**config.mk**
```make
export PLATFORM = sky130hd
export DESIGN_NAME = core_periph_bridge
export DESIGN_NICKNAME = d
export VERILOG_FILES = /design/src/rtl/core_periph_bridge.sv
export SDC_FILE = /design/constraint.sdc
export NUM_CORES = 1
export LEC_CHECK = 0
export CAP_MARGIN = 20
export CELL_PAD_IN_SITES_DETAIL_PLACEMENT = 1
export CELL_PAD_IN_SITES_GLOBAL_PLACEMENT = 1
export CORE_ASPECT_RATIO = 1.2
export CORE_UTILIZATION = 30
export CTS_CLUSTER_DIAMETER = 40
export DETAILED_ROUTE_END_ITERATION = 10
export PLACE_DENSITY_LB_ADDON = 0.12
export SLEW_MARGIN = 20
export SYNTH_ARGS = -nofsm -noshare
export SYNTH_HDL_FRONTEND = slang
export SYNTH_SLANG_ARGS = --single-unit
```
**constraint.sdc**
```tcl
create_clock -name clk -period 8.2 [get_ports clk]
set_clock_uncertainty 0.15 [all_clocks]
set_input_delay 1.64 -clock clk [delete_from_list [all_inputs] [get_ports clk]]
set_output_delay 1.64 -clock clk [all_outputs]
set_load 0.02 [all_outputs]
```
**src/rtl/core_periph_bridge.sv**
```systemverilog
// Memory-stage bridge: turns a held peripheral-access request from the hazard
// unit into one req/ack transaction on the peripheral bus, with timeout.
module core_periph_bridge #(
    parameter logic [63:0] PERIPHERAL_BASE = 64'h2000_0000,
    parameter int          P_ADDR_W        = 16,
    parameter int          TIMEOUT         = 255
) (
    input  logic                clk,
    input  logic                reset,
    input  logic                d_valid,
    input  logic [63:0]         d_addr,
    input  logic                d_write,
    input  logic [63:0]         d_wdata,
    input  logic [7:0]          d_be,
    output logic                d_ready,
    output logic [63:0]         d_rdata,
    output logic                d_err,
    output logic                p_req,
    output logic                p_we,
    output logic [P_ADDR_W-1:0] p_addr,
    output logic [63:0]         p_wdata,
    output logic [7:0]          p_be,
    input  logic                p_ack,
    input  logic [63:0]         p_rdata,
    input  logic                p_err
);

    typedef enum logic [1:0] {
        IDLE = 2'd0,
        REQ  = 2'd1,
        RESP = 2'd2
    } state_t;

    localparam logic [7:0] TIMEOUT_LAST = 8'(TIMEOUT - 1);

    state_t     state;
    logic [7:0] counter;
    logic       aborted;

    always_ff @(posedge clk or posedge reset) begin
        if (reset) begin
            state   <= IDLE;
            counter <= '0;
            aborted <= 1'b0;
            d_ready <= 1'b0;
            d_rdata <= '0;
            d_err   <= 1'b0;
            p_req   <= 1'b0;
            p_we    <= 1'b0;
            p_addr  <= '0;
            p_wdata <= '0;
            p_be    <= '0;
        end else begin
            case (state)
                IDLE: begin
                    d_ready <= 1'b0;
                    if (d_valid) begin
                        // Subtract at full width, then keep only the low peripheral bits.
                        p_addr  <= P_ADDR_W'(d_addr - PERIPHERAL_BASE);
                        p_we    <= d_write;
                        p_wdata <= d_wdata;
                        p_be    <= d_be;
                        p_req   <= 1'b1;
                        counter <= '0;
                        aborted <= 1'b0;
                        state   <= REQ;
                    end
                end
                REQ: begin
                    counter <= counter + 8'd1;
                    if (!d_valid) begin
                        aborted <= 1'b1;
                    end
                    // An ack arriving on the timeout cycle still wins.
                    if (p_ack) begin
                        d_rdata <= p_we ? 64'd0 : p_rdata;
                        d_err   <= p_err;
                        p_req   <= 1'b0;
                        p_we    <= 1'b0;
                        d_ready <= d_valid && !aborted;
                        state   <= RESP;
                    end else if (counter == TIMEOUT_LAST) begin
                        d_rdata <= {64{1'b1}};
                        d_err   <= 1'b1;
                        p_req   <= 1'b0;
                        d_ready <= d_valid && !aborted;
                        state   <= RESP;
                    end
                end
                RESP: begin
                    d_ready <= 1'b0;
                    state   <= IDLE;
                end
                default: begin
                    d_ready <= 1'b0;
                    p_req   <= 1'b0;
                    state   <= IDLE;
                end
            endcase
        end
    end

endmodule
```
# [Word-level counts from Yosys, hierarchy flattened]
# Cells that the tools add are included.
[word_totals] output_inout_bits=156 inputBits=206 wordCells=57 register_bits=167
[op_classes] reduce_logical=12 n_mux=24 n_addsub=2 bitwise_logic=1 eq_ne=7
[ops] op="2-to-1 mux 64 bit" count=3
[ops] op="case mux 8 bit (2 select lines)" count=1
[ops] op="subtractor 16 x 1 -> 16 bit, second input constant" count=1
[ops] op="2-to-1 mux 1 bit" count=12
[ops] op="AND reduction 3 bit" count=3
[ops] op="adder 8 x 1 -> 8 bit, second input constant" count=1
[ops] op="equality test 8 bit, second input constant" count=1
[ops] op="2-to-1 mux 8 bit" count=1
[ops] op="AND reduction 2 bit" count=4
[ops] op="2-to-1 mux 2 bit" count=3
[ops] op="!= test 2 bit, second input constant" count=3
[ops] op="case mux 1 bit (2 select lines)" count=2
[ops] op="case mux 2 bit (2 select lines)" count=1
[ops] op="nonzero test 2 bit" count=2
[ops] op="!= test 3 bit, second input constant" count=1
[ops] op="case mux 1 bit (3 select lines)" count=1
[ops] op="equality test 2 x 1 -> 1 bit, second input constant" count=1
[ops] op="equality test 2 bit, second input constant" count=1
[ops] op="logical NOT 2 bit" count=1
[ops] op="logical AND 1 bit" count=1
[ops] op="logical NOT 1 bit" count=1
[ops] op="inverter 1 bit" count=1

# [Longest topological paths before layout]
# Gate-level depths: netlist (run 1).
[depth] ltp_word=5 depth_mapped=7 mapped_depth_nobuf=4

# [Least setup slack after synthesis (run 1)]
# No wires, ideal clock.
[synth_timing] path_kind="input -> register" startpoint="in d_valid" endpoint="reg p_wdata[17]" t_required_ps=7925 arrival_time_ps=2674 path_slack_ps=5251 path_buffers=3 setup_time_ps=125 stages=5 path_cell_list="or3b_1 clkbuf_1 buf_6 buf_6 mux2_4"
[synth_between] elab_chain_cells=1
[synth_rtl] element="from (decl)" line="10" text="input logic d_valid,"
[synth_rtl] element="AND reduction 2 bit (no line)"
[synth_rtl] element="to (signal assigned)" line="61" text="p_wdata <= d_wdata;"
[synth_rtl] element="to (decl)" line="21" text="output logic [63:0] p_wdata,"
# Every way passes these cells.
# A chain may end at the register's enable or synchronous reset.

# [Final worst setup path (run 1)]
[layout_timing] startpoint="in d_valid" endpoint="reg p_wdata[12]"
# Same word-level chain as after synthesis.

==> run_results.csv, run 1 <==
group,metric,value,unit
cts,numCtsBuffers,17,
yosys,synthCells,622,
critical_path,crit_path_start_kind,"primary input",
yosys,yosys.area_share.adder,0.342,%
layout,area_growth,54.0,%
yosys,synth_nets,830,
yosys,synth_top_family_by_area,"multiplexers",
sta,relSlewSlack,33.3,%
floorplanning,num_rows,62,
layout,fill_cells,2483,
sta,period_share,48.6,%
cts,postCtsHoldBufs,0,
cts,htreeDepth,4,
floorplanning,core,0.0240,sq mm
floorplanning,start_util,30.5,%
power_and_ir_drop,p_leak,4.54,nW
floorplanning,chipHeight,173,um
cts,cts_tree,"done",
cts,cts_root_buf,"clkbuf_16",
floorplanning,die_x,145,um
yosys,ys_top_cells_by_area,"dfrtp_1, o21ai_0, mux2_4, mux2_2, nor2b_1",
place,io_buffers,313,
status,status,"completed",
yosys,synth.top_cell.area_share,57.1,%
floorplanning,design.die.area,0.0250,sq mm
yosys,synth_top_area_cell,"dfrtp_1",
sta,fin_setup_tns,0,ns
global_route,grt_pass1_wl,36400,um
power_and_ir_drop,ir_drop,0.000155,V
sta,finalWorstSetupSlack,4.22,ns
place,hpwl,15900,um
detailed_routing,antenna_left,0,
place,place_congestion,0.761,
critical_path,startpoint,"d_valid",
cts,cts_resized,0,
critical_path,r2r_end,"p_wdata[12]",
detailed_routing,wl_per_cell,18.8,um
global_route,grt_pass1_vias,6453,
critical_path,worstPathArrival,4.14,ns
cts,clock-sinks,167,
global_route,grt_usage,19.1,%
floorplanning,ioPinCount,362,
global_route,grt_overflow_total,0,
yosys,netlist_area,0.00732,sq mm
cts,clk_pin_slew,0.07,ns
detailed_routing,drc,0,
global_route,grt_max_degree,130,
detailed_routing,num_vias,5958,
sta,max_freq,251,MHz
critical_path,crit_required,8.36,ns
cts,clock_path_buffers,2,
cts,post_cts_buffers,0,
yosys,yosysSeqAreaShare,57.1,%
sta,rsz0062_at_grt,"false",
global_route,antenna_found_initial,2,
detailed_routing,drt_iter0_drc,197,
yosys,synth-seq-cells,167,
critical_path,reg2reg_depth,3,
detailed_routing,dr.pass1.iters,4,
sta,setup_viol,0,
critical_path,timing.rr.start,"state[1]",
cts,clock_latency,0.42,ns
yosys,synthMuxAreaShare,16.2,%
power_and_ir_drop,cellPowerDensity,372,mW/mm^2
yosys,synth-xor-area-share,0.120,%
sta,tightestPinTransition,1.00,ns
critical_path,reg2reg_slack,5.49,ns
critical_path,critPathCaptureType,"flip-flop",
layout,final_net_count,1118,
yosys,synth_compound_area_share,14.6,%
min_path,min_path_cells,2,
place,dpl_worst_slack,3.74,ns
min_path,hold_class,"flip-flop to flip-flop",
detailed_routing,routed_via_density,4.79,
yosys,syn_area_per_cell,11.8,sq um
sta,hold_viol,0,
yosys,ys_types,28,
critical_path,critPathKind,"primary input to flip-flop",
yosys,synthSimpleGateAreaFrac,8.09,%
yosys,yosysWarnings,0,
layout,layout-drive-gt1-share,14.1,%
sta,final.min_clock_period,3.98,ns
run,cap_violations,0,
sta,slew_violations,0,
critical_path,crit_end,"p_wdata[12]",
critical_path,cp_max_fo,59,
detailed_routing,wl,23400,um
[metrics by stage]
stage / util, % / power, mW / std cells / hold WS [ns] / area, sq um
6_report: 47.0 / 4.19 / 1244 / 0.355 / 11300
5_1_grt: 47.0 / 4.45 / 1244 / 0.380 / 11300
2_1_floorplan: - / 2.42 / 622 / 0.295 / 7320
3_3_place_gp: 44.5 / 3.35 / 1211 / 0.335 / 10700
4_1_cts: 47.0 / 4.26 / 1243 / 0.359 / 11300
3_5_place_dp: 44.5 / 3.43 / 1211 / 0.342 / 10700
[worst max-delay path, cell delays in order]
cell and delay (ns):
clkdlybuf4s50_1 0.52, or3b_4 0.64, buf_4 0.85, mux2_2 0.42
[synth_stat cells (all sizes together)]
library cell / instances
nor2: 4
xor2: 1
buf: 16
nand2: 7
nor2b: 69
mux2i: 3
or4: 1
o21ai: 200
dfrtp: 167
inv: 3
clkbuf: 34
and4: 1
nand3b: 4
or3b: 1
nand2b: 3
o211ai: 2
a21oi: 2
o22ai: 1
a41oi: 1
o31ai: 1
o2bb2ai: 2
nand3: 7
nor3: 2
ha: 2
mux2: 88
[final cells by class]
type	count	area [sq um]	area share, %
well taps	320	400	3.55
multi-input cells	402	2900	25.8
flip-flops and latches	167	4180	37.1
inverters	3	18.8	0.167
clock buffers	19	443	3.93
clock inverters	13	136	1.21
diodes	1	2.50	0.0222
repair buffers	319	3180	28.2
[worst min path at each step]
| stage | start | end |
|---|---|---|
| 6_report | d_rdata[38] | d_rdata[38] |
| 3_5_place_dp | p_wdata[1] | p_wdata[1] |
| 2_1_floorplan | aborted | aborted |
| 4_1_cts | p_wdata[1] | p_wdata[1] |
| 5_1_grt | p_be[3] | p_be[3] |
| 3_3_place_gp | aborted | aborted |
[metal layers]
metal  wire, um  GRT usage, %
met5         12             0
met4        493          6.40
met1       8810          21.0
met2      12700          34.8
met3       1380          5.12
[state kept, by name, indices dropped and copies added (netlist names)]
signal,flops
d_ready,1
state,2
counter,8
d_rdata,64
p_we,1
aborted,1
p_req,1
p_be,8
d_err,1
p_addr,16
p_wdata,64
[power breakdown]
part | total, mW | leakage [nW] | internal, mW | switching [mW]
clock | 0.799 | 0.287 | 0.437 | 0.362
combinational | 2.00 | 2.33 | 0.990 | 1.01
sequential | 1.39 | 1.93 | 1.19 | 0.208
total | 4.19 | 4.54 | 2.61 | 1.58
[cell families after synthesis]
family	after synthesis
AOI/OAI and AO/OA	209
DFF	167
and+or+nand+nor	99
muxes	91
buffers and inverters	53
adders and majority gates	2
xor gates and xnor gates	1
[layout by cell type, fill, tap and decap left out, types with 3 or more instances in the layout]
| cell type | count |
|---|---|
| clkdlybuf4s50_1 | 313 |
| o21ai_0 | 194 |
| dfrtp_1 | 166 |
| nor2b_1 | 68 |
| mux2_2 | 45 |
| mux2_4 | 43 |
| clkbuf_16 | 17 |
| nand2_1 | 7 |
| nand3_1 | 7 |
| o21ai_1 | 6 |
| inv_6 | 5 |
| buf_4 | 5 |
| nand3b_1 | 4 |
| nor2_1 | 4 |
| clkinv_4 | 4 |
| inv_8 | 3 |
| nand2b_1 | 3 |
| mux2i_1 | 3 |
Note: power is estimated with default switching activity, not from simulation.
==> inputs of run 2 (changes only) <==
==> constraint.sdc (replaced) <==
create_clock -name clk -period 3.9 [get_ports clk]
set_clock_uncertainty 0.15 [all_clocks]
set_input_delay 0.78 -clock clk [delete_from_list [all_inputs] [get_ports clk]]
set_output_delay 0.78 -clock clk [all_outputs]
set_load 0.02 [all_outputs]
==> run 2 against run 1 <==
Sequential power up 110%. Combinational power up 110%. Largest cell class unchanged. Global-route usage up 0.29 points. Die area unchanged. Clock power up 130%. Critical path depth unchanged. Highest routed layer is now met4. Non-clock buffer count up 7. Flip-flop and latch count unchanged. Count of clock-buffer cells in the layout down 2.
==> run_results.csv, run 2 (synthesized netlist as in run 1, its figures left out) <==
group,metric,value,unit
layout,stdcell_area,0.0114,sq mm
detailed_routing,wl,23600,um
status,status,"completed",
detailed_routing,antenna_left,0,
floorplanning,ioPinCount,362,
power_and_ir_drop,p_leak,4.61,nW
layout,multi_input_area,0.00290,sq mm
critical_path,reg2reg_depth,4,
run,cap_violations,0,
detailed_routing,wl_per_cell,18.9,um
floorplanning,start_util,30.5,%
cts,clock_latency,0.42,ns
sta,relSlewSlack,41.3,%
layout,seq_area,0.00418,sq mm
layout,final_net_count,1125,
critical_path,reg2reg_slack,1.50,ns
global_route,gr-usage-met3,4.38,%
critical_path,worstPathArrival,2.80,ns
power_and_ir_drop,ir_drop,0.000316,V
place,dpl_cell_area,0.0108,sq mm
sta,period_share,67.9,%
cts,clk_pin_slew,0.07,ns
cts,clock_path_buffers,2,
layout,fill_cells,2489,
sta,slew_violations,0,
layout,reg_top3,"d_rdata (64), p_wdata (64), p_addr (16)",
sta,rsz0062_at_grt,"false",
layout,final_common_cell,"clkdlybuf4s50_1",
layout,mostFrequentLayoutCells,"clkdlybuf4s50_1, o21ai_0, dfrtp_1, nor2b_1, mux2_2",
layout,layout-drive-gt1-share,14.8,%
floorplanning,core,0.0240,sq mm
sta,fin_setup_tns,0,ns
sta,tightestPinTransition,0.879,ns
cts,post_cts_buffers,0,
sta,hold_viol,0,
floorplanning,design.die.area,0.0250,sq mm
global_route,grt_pass1_vias,6610,
critical_path,critPathCaptureType,"flip-flop",
min_path,min_path_cells,2,
sta,max_freq,378,MHz
min_path,hold_class,"flip-flop to flip-flop",
critical_path,crit_path_start_kind,"primary input",
place,hpwl,16700,um
place,place_congestion,0.766,
power_and_ir_drop,cellPowerDensity,786,mW/mm^2
global_route,busiest_layer,"met2",
sta,setup_viol,0,
global_route,grt_pass1_wl,37000,um
place,dpl_worst_slack,0.782,ns
cts,postCtsHoldBufs,0,
critical_path,crit_required,4.06,ns
cts,htreeDepth,4,
global_route,use_met1,21.8,%
detailed_routing,drc,0,
power_and_ir_drop,power,8.97,mW
floorplanning,chipHeight,173,um
cts,cts_root_buf,"clkbuf_16",
critical_path,r2r_end,"d_rdata[54]",
detailed_routing,num_vias,6004,
cts,clock-sinks,167,
cts,numCtsBuffers,17,
global_route,grt_max_degree,107,
critical_path,cp_max_fo,28,
floorplanning,die_x,145,um
detailed_routing,routed_via_density,4.80,
global_route,antenna_found_initial,2,
global_route,grt_overflow_total,0,
global_route,grt.met2_usage,34.7,%
place,io_buffers,313,
detailed_routing,drt_iter0_drc,235,
min_path,hp-start,"aborted",
critical_path,timing.rr.start,"state[0]",
min_path,hold_path_end,"aborted",
detailed_routing,dr.pass1.iters,4,
cts,cts_tree,"done",
cts,cts_resized,0,
floorplanning,num_rows,62,
sta,finalWorstSetupSlack,1.25,ns
global_route,grt_usage,19.4,%
layout,area_growth,56.1,%
sta,final.min_clock_period,2.65,ns
critical_path,critPathKind,"primary input to flip-flop",
[run 2: cell count changes in the layout (fill, tap and decap cells not counted), moves of 2 or more]
cell,change
buf_4,+4
clkinv_8,+3
inv_6,-5
inv_8,+2
buf_12,+4
[run 2: report_power, final]
group	internal [mW]	switching, mW	total, mW
sequential	2.49	0.434	2.93
clock	0.988	0.819	1.81
combinational	2.10	2.14	4.24
total	5.58	3.40	8.97
[run 2: layout make-up]
class,instances,area share [%]
clock inverters,15,1.83
repair buffers,326,28.7
well taps,320,3.51
flip-flops and latches,167,36.6
multi-input cells,402,25.4
inverters,3,0.131
diodes,2,0.0438
clock buffers,17,3.73
[run 2: critical path, cell delays in order]
cell and delay [ns]:
clkdlybuf4s50_1 0.53, or3b_4 0.68, buf_4 0.41, mux2_2 0.38
[run 2: metrics by stage]
| stage | util (%) | hold slack [ns] | cells |
|---|---|---|---|
| global route | 47.6 | 0.374 | 1251 |
| CTS | 47.6 | 0.341 | 1250 |
| detailed placement | 45.0 | 0.326 | 1218 |
| floorplan | - | 0.295 | 622 |
| global placement | 45.0 | 0.335 | 1218 |
| finish | 47.6 | 0.336 | 1252 |
[run 2: worst max path at each step]
stage	startpoint	end
after floorplan	reset	aborted
after global placement	d_valid	p_addr[13]
after detailed placement	d_valid	p_be[0]
after CTS	d_valid	p_be[0]
after global routing	d_valid	p_be[0]
final	d_valid	p_addr[15]
[run 2: metal layers]
layer	wire length [um]	vias to the layer above
met4	684	0
met2	12400	181
met5	0	-
li1	-	2765
met3	1220	37
met1	9280	3021
==> inputs of run 3 (changes only) <==
==> constraint.sdc (replaced) <==
create_clock -name clk -period 2.6 [get_ports clk]
set_clock_uncertainty 0.15 [all_clocks]
set_input_delay 0.52 -clock clk [delete_from_list [all_inputs] [get_ports clk]]
set_output_delay 0.52 -clock clk [all_outputs]
set_load 0.02 [all_outputs]
==> run 3 against run 2 <==
Clock power up 35%. Via count down 0.33%. Register-to-register slack worse by 0.89 ns. Critical endpoint is now d_rdata[44]. Critical path type is now flip-flop to output port. Largest power group unchanged. Sequential share of layout area about the same. Power up 47%. Sequential power up 50%.
==> run_results.csv, run 3 (synthesized netlist as in run 1, its figures left out) <==
group,metric,value,unit
layout,reg_top3,"d_rdata (64), p_wdata (64), p_addr (16)",
floorplanning,design.die.area,0.0250,sq mm
global_route,antenna_found_initial,4,
detailed_routing,drt_iter0_drc,197,
power_and_ir_drop,cellPowerDensity,1160,mW/mm^2
critical_path,critPathTopFamily,"buffers and inverters",
cts,clock_path_buffers,2,
place,place_congestion,0.778,
detailed_routing,wl_per_cell,18.4,um
sta,timing.hold.ws,0.327,ns
sta,max_freq,472,MHz
critical_path,critPathKind,"flip-flop to output port",
place,io_buffers,313,
cts,post_cts_buffers,0,
critical_path,cp_max_fo,2,
critical_path,worstPathArrival,1.45,ns
sta,setup_viol,0,
min_path,hold_class,"primary input to async pin",
global_route,grt_pass1_wl,36700,um
critical_path,crit_path_start_kind,"flip-flop",
layout,stdcell_area,0.0114,sq mm
sta,period_share,81.5,%
cts,clk_pin_slew,0.07,ns
power_and_ir_drop,ir_drop,0.000474,V
layout,fill_cells,2517,
critical_path,r2r_end,"p_wdata[8]",
sta,hold_viol,0,
power_and_ir_drop,p_leak,4.61,nW
floorplanning,core,0.0240,sq mm
cts,cts_root_buf,"clkbuf_16",
detailed_routing,dr.pass1.iters,4,
cts,numCtsBuffers,17,
floorplanning,ioPinCount,362,
sta,rsz0062_at_grt,"false",
global_route,grt_max_degree,130,
detailed_routing,num_vias,5984,
sta,slew_violations,0,
detailed_routing,antenna_left,0,
critical_path,reg2reg_depth,4,
global_route,grt_pass1_vias,6597,
layout,mostFrequentLayoutCells,"clkdlybuf4s50_1, o21ai_0, dfrtp_1, nor2b_1, mux2_2",
floorplanning,die_x,145,um
global_route,grt_overflow_total,0,
critical_path,slowest_stage,"clkdlybuf4s50_1",
cts,clock_latency,0.42,ns
floorplanning,chipHeight,173,um
sta,relSlewSlack,48.1,%
cts,cts_resized,0,
cts,htreeDepth,4,
layout,final_common_cell,"clkdlybuf4s50_1",
critical_path,timing.rr.start,"state[1]",
layout,layout-drive-gt1-share,15.0,%
status,status,"completed",
place,dpl_cell_area,0.0109,sq mm
critical_path,crit_buf_inv,1,
cts,postCtsHoldBufs,0,
critical_path,critPathCaptureType,"output port",
detailed_routing,wl,23200,um
cts,clock-sinks,167,
run,cap_violations,0,
cts,cts_tree,"done",
detailed_routing,routed_via_density,4.76,
floorplanning,num_rows,62,
critical_path,crit_chain,"clkdlybuf4s50_1",
critical_path,slowest_delay,0.69,ns
layout,final_net_count,1128,
critical_path,crit_required,1.93,ns
sta,final.min_clock_period,2.12,ns
critical_path,reg2reg_slack,0.61,ns
place,hpwl,16400,um
sta,tightestPinTransition,0.779,ns
global_route,grt_usage,19.1,%
floorplanning,start_util,30.5,%
layout,area_growth,56.2,%
detailed_routing,drc,0,
run 3: cell types whose count changed in the layout (fill, tap and decap cells not counted), sizes merged:
cell and delta:
buf +3, bufinv -2, clkbuf +1, clkinv -3, clkinvlp +1, diode +1, inv +3
run 3: layout make-up:
class,count,area (sq um),share of cell area [%]
repair buffers,329,3350,29.3
inverters,3,15.0,0.131
flip-flops and latches,167,4180,36.6
diodes,3,7.51,0.0657
clock buffers,18,429,3.76
well taps,320,400,3.50
clock inverters,14,138,1.20
multi-input cells,402,2900,25.4
run 3: report_power, final:
part	internal (mW)	switching (mW)	leakage, nW
Combinational	3.18	3.20	2.41
Clock	1.27	1.17	0.276
Sequential	3.74	0.646	1.93
run 3: worst max-delay path by stage:
stage	endpoint	startpoint	cells after the start	slack [ns]
6_report	d_rdata[44]	d_rdata[44]	1	0.48
5_1_grt	d_rdata[44]	d_rdata[44]	1	0.43
4_1_cts	d_rdata[47]	d_rdata[47]	1	0.44
3_5_place_dp	p_wdata[1]	d_valid	5	0.13
3_3_place_gp	p_addr[5]	d_valid	5	0.16
2_1_floorplan	aborted	reset	1	-0.20
run 3: through the flow:
| stage | power [mW] | util, % | setup WS, ns | cells | setup TNS (ns) |
|---|---|---|---|---|---|
| global placement | 10.6 | 45.3 | 0.157 | 1221 | 0 |
| CTS | 13.4 | 47.6 | 0.445 | 1253 | 0 |
| detailed placement | 10.9 | 45.3 | 0.128 | 1221 | 0 |
| finish | 13.2 | 47.7 | 0.481 | 1256 | 0 |
| floorplan | 7.62 | - | -0.197 | 622 | -32.86 |
| global route | 14.0 | 47.7 | 0.433 | 1255 | 0 |
run 3: routing by layer:
| metal | up-vias | global-route usage (%) | routed length (um) |
|---|---|---|---|
| li1 | 2771 | - | - |
| met1 | 3023 | 21.3 | 8820 |
| met2 | 163 | 34.8 | 12600 |
| met3 | 25 | 4.93 | 1320 |
| met4 | 2 | 6.05 | 364 |
| met5 | - | 0 | 12 |
